===== src/rtl/fetch_sequencer.sv =====
// Program counter and fetch controller for the instruction ROM: Start/Ack run handshake,
// LUT-based branch redirection, halt detection and a saturating run-cycle counter.
module fetch_sequencer #(
    parameter int A      = 10,
    parameter int LUT_IW = 5,
    parameter int CNT_W  = 16
) (
    input  logic              Clk,
    input  logic              Reset,
    input  logic              Start,
    input  logic [A-1:0]      StartAddr,
    input  logic              Halt,
    input  logic              Stall,
    input  logic              BranchTaken,
    input  logic [LUT_IW-1:0] BranchIdx,
    input  logic              LutWe,
    input  logic [LUT_IW-1:0] LutWIdx,
    input  logic [A-1:0]      LutWData,
    output logic [A-1:0]      InstAddress,
    output logic              Running,
    output logic              Ack,
    output logic [CNT_W-1:0]  CycleCount
);

    // Start/Ack handshake: Start is a level sampled in IDLE or DONE; the run begins the
    // following cycle (Running=1, Ack=0). Ack stays high in DONE until the next Start is seen.
    // Start is ignored while Running.
    typedef enum logic [1:0] {
        IDLE = 2'd0,
        RUN  = 2'd1,
        DONE = 2'd2
    } state_t;

    localparam int LUT_DEPTH = 2 ** LUT_IW;

    state_t       state;
    logic [A-1:0] lut [LUT_DEPTH];

    always_ff @(posedge Clk) begin
        if (Reset) begin
            state       <= IDLE;
            InstAddress <= '0;
            Running     <= 1'b0;
            Ack         <= 1'b0;
            CycleCount  <= '0;
            for (int i = 0; i < LUT_DEPTH; i++) begin
                lut[i] <= '0;
            end
        end else begin
            // Branch reads below see the pre-write entry, so a same-cycle write lands next cycle.
            if (LutWe) begin
                lut[LutWIdx] <= LutWData;
            end

            case (state)
                IDLE, DONE: begin
                    if (Start) begin
                        state       <= RUN;
                        InstAddress <= StartAddr;
                        CycleCount  <= '0;
                        Running     <= 1'b1;
                        Ack         <= 1'b0;
                    end
                end

                RUN: begin
                    if (Halt) begin
                        state   <= DONE;
                        Running <= 1'b0;
                        Ack     <= 1'b1;
                    end else begin
                        if (!Stall) begin
                            if (BranchTaken) begin
                                InstAddress <= lut[BranchIdx];
                            end else begin
                                InstAddress <= InstAddress + A'(1);
                            end
                        end
                        if (CycleCount != {CNT_W{1'b1}}) begin
                            CycleCount <= CycleCount + CNT_W'(1);
                        end
                    end
                end

                default: begin
                    state   <= IDLE;
                    Running <= 1'b0;
                    Ack     <= 1'b0;
                end
            endcase
        end
    end

endmodule

===== config.mk =====
export PLATFORM = sky130hd
export DESIGN_NAME = fetch_sequencer
export DESIGN_NICKNAME = d
export VERILOG_FILES = /design/src/rtl/fetch_sequencer.sv
export SDC_FILE = /design/constraint.sdc
export NUM_CORES = 1
export LEC_CHECK = 0
export CORE_ASPECT_RATIO = 0.9
export CORE_MARGIN = 2
export CORE_UTILIZATION = 55
export CTS_BUF_LIST = sky130_fd_sc_hd__clkbuf_8
export CTS_CLUSTER_DIAMETER = 150
export CTS_CLUSTER_SIZE = 12
export DETAILED_ROUTE_END_ITERATION = 7
export GPL_ROUTABILITY_DRIVEN = 0
export PLACE_DENSITY = 0.82
export SLEW_MARGIN = 20
export SYNTH_ARGS = -nofsm -noshare
export SYNTH_HDL_FRONTEND = slang
export SYNTH_SLANG_ARGS = --single-unit

===== constraint.sdc =====
create_clock -name Clk -period 6.25 [get_ports Clk]
set_input_delay 1.5625 -clock Clk [delete_from_list [all_inputs] [get_ports Clk]]
set_output_delay 1.5625 -clock Clk [all_outputs]
set_load 0.03 [all_outputs]

==> results.json <==
{
  "hp-class": "register to register",
  "synth-async-reset-ratio": 0,
  "min_path_cells": 2,
  "use_met1": 0.368,
  "fp.dieW_um": 186,
  "synth_seq_area_share": 0.620,
  "worst_skew_pair.late_latency_ns": 0.56,
  "ios": 65,
  "power_leakage_nw": 6.17,
  "finalMaxSlewViolations": 0,
  "grt_pass1_wl_mm": 59.0,
  "cts_resized": 0,
  "diodes": 0,
  "antenna_found_initial": 0,
  "status": "finished clean",
  "p_total_mw": 4.47,
  "hold_viol_final": 0,
  "ctsHoldBuffers": 0,
  "vias_per_cell": 6.17,
  "power_density_mw_per_mm2": 247,
  "routedWlPerCell_um": 23.7,
  "synth.distinct_cells": 55,
  "synthTopCellsByArea": "edfxtp_1 (58%), and2_1 (12%), mux4_2 (11%), dfxtp_1 (3.5%), mux2i_1 (1.6%)",
  "netlist_area_mm2": 0.0164,
  "drive_gt1_frac": 0.151,
  "fin_crit_ns": 3.72,
  "tightest_slew_ns": 1.03,
  "synth_seq_cells": 349,
  "r2r_slack_ns": 3.95,
  "tns_ns": 0,
  "synth_top_cell_area_share": 0.584,
  "vias": 10100,
  "grt_max_degree": 51,
  "cp_max_fo": 17,
  "r2r_end": "CycleCount[0]",
  "fmax_ghz": 0.269,
  "ant_nets": 0,
  "yosysTopAreaCell": "edfxtp_1",
  "cp-end-kind": "register",
  "cts_buffers": 35,
  "gr-usage-all-layers": 0.255,
  "start_util": 0.555,
  "htree_levels": 2,
  "drt_iter0_drc": 1286,
  "wl_mm": 39.0,
  "fin_skew_ns": 0.0227,
  "firstDrtPassIters": 5,
  "hold_end": "Running",
  "yosys_warnings": 0,
  "die_h_um": 168,
  "setup_viol": 0,
  "grt_pass1_vias": 9871,
  "drcViolationCount": 0,
  "grt_overflow": 0,
  "peakVddDrop_v": 0.000178,
  "synth_ff_type": "edfxtp_1",
  "r2r-start": "state[0]",
  "use_met2": 0.394,
  "synthCells": 1162,
  "met3_usage": 0.0552,
  "clock_sinks": 349,
  "path_clk_slew_ns": 0.09,
  "min_from": "Running",
  "period_share": 0.595,
  "cts_buffer_depth": 3,
  "cp.required_ns": 6.67,
  "r2r_cells": 5,
  "criticalPathCategory": "input port to register",
  "hpwl_mm": 25.3,
  "io_buffers": 64,
  "die-area_mm2": 0.0313,
  "relSlewSlack": 0.309,
  "synth.net_count": 1201,
  "synth_edf_count": 320,
  "cap_violations": 0,
  "area_delta_synth_final_pct": 9.87,
  "core_area_mm2": 0.0297,
  "cts_tree": "built",
  "final_common_cell": "and2_1",
  "clockRootBuffer": "clkbuf_8",
  "cts_setup_buffers": 0,
  "final_cell_mix": "and2_1 (322), edfxtp_1 (320), mux4_2 (81)",
  "rsz0062_at_grt": "no",
  "top_usage_layer": "met2",
  "cp.arrival_ns": 4.14,
  "syn_area_per_cell_um2": 14.2,
  "worst_setup_path_start_kind": "input port",
  "rows": 60,
  "final_net_count": 1265
}
sequential cells by signal (all words and copies together) (netlist names):
register,count
lut,320
InstAddress,10
CycleCount,16
Running,1
state,2
per-layer routing:
layer,part of all wire,vias up
met2,0.46,671
met4,0.031,0
met3,0.12,109
met1,0.39,4949
li1,-,4417
met5,0,-
worst max-delay path, cell delays in order:
cell	delay, ns
clkdlybuf4s50_1	0.40
buf_4	0.21
nor2b_1	0.19
nand3b_1	0.62
nor2_1	0.89
and2_1	0.24
through the flow:
step / hold slack, ns / instance area (um^2) / util / worst slack [ns] / instances
5_1_grt: 0.561 / 18100 / 0.609 / 2.46 / 1644
2_1_floorplan: 0.564 / 16400 / - / 2.57 / 1162
3_3_place_gp: 0.470 / 17500 / 0.591 / 2.09 / 1592
3_5_place_dp: 0.485 / 17500 / 0.591 / 2.07 / 1592
4_1_cts: 0.506 / 18100 / 0.610 / 2.66 / 1644
6_report: 0.501 / 18100 / 0.609 / 2.53 / 1644
cells in the mapped netlist, types with 11 or more instances:
cell	number
mux2i_1	26
o21ai_0	44
nor2_1	66
xnor2_1	15
dfxtp_1	29
nand3_1	11
nand2_1	26
clkbuf_1	56
edfxtp_1	320
a21oi_1	19
and2_1	322
mux4_2	81
report_power, final:
| part | leakage [nW] | total (mW) | switching [mW] | internal (mW) |
|---|---|---|---|---|
| registers | 3.28 | 2.71 | 0.0484 | 2.66 |
| logic | 2.56 | 0.459 | 0.271 | 0.188 |
| clock network | 0.327 | 1.30 | 0.773 | 0.523 |
worst max-delay path by stage:
stage / from / to / slack [ns] / cells after the start
after floorplan: Reset / lut[20][0] / 2.57 / 6
final: Reset / lut[17][1] / 2.53 / 6
after CTS: Reset / lut[17][1] / 2.66 / 6
after global placement: BranchIdx[0] / InstAddress[6] / 2.09 / 7
after global routing: BranchIdx[0] / InstAddress[6] / 2.46 / 7
after detailed placement: BranchIdx[0] / InstAddress[6] / 2.07 / 7
cell type report:
cell class / count / area [um^2]
fillers: 2206 / 11600
flip-flops and latches: 349 / 10200
multi-input cells: 725 / 5850
repair buffers: 109 / 943
well taps: 403 / 504
clock buffers: 35 / 482
clock inverters: 17 / 82.6
inverters: 6 / 22.5
kinds of logic (layout without fill, tap and decap cells):
family,count (synthesis),after routing,synth area share
AND/OR/NAND/NOR,484,484,0.172
buffers and inverters,88,167,0.0258
adder cells (fa/ha/maj),2,2,0.00152
AO/OA/AOI/OAI,113,113,0.0434
XOR/XNOR,15,15,0.00799
multiplexers,111,111,0.129
flip-flops,349,349,0.620
Note: power is estimated with default switching activity, not from simulation.
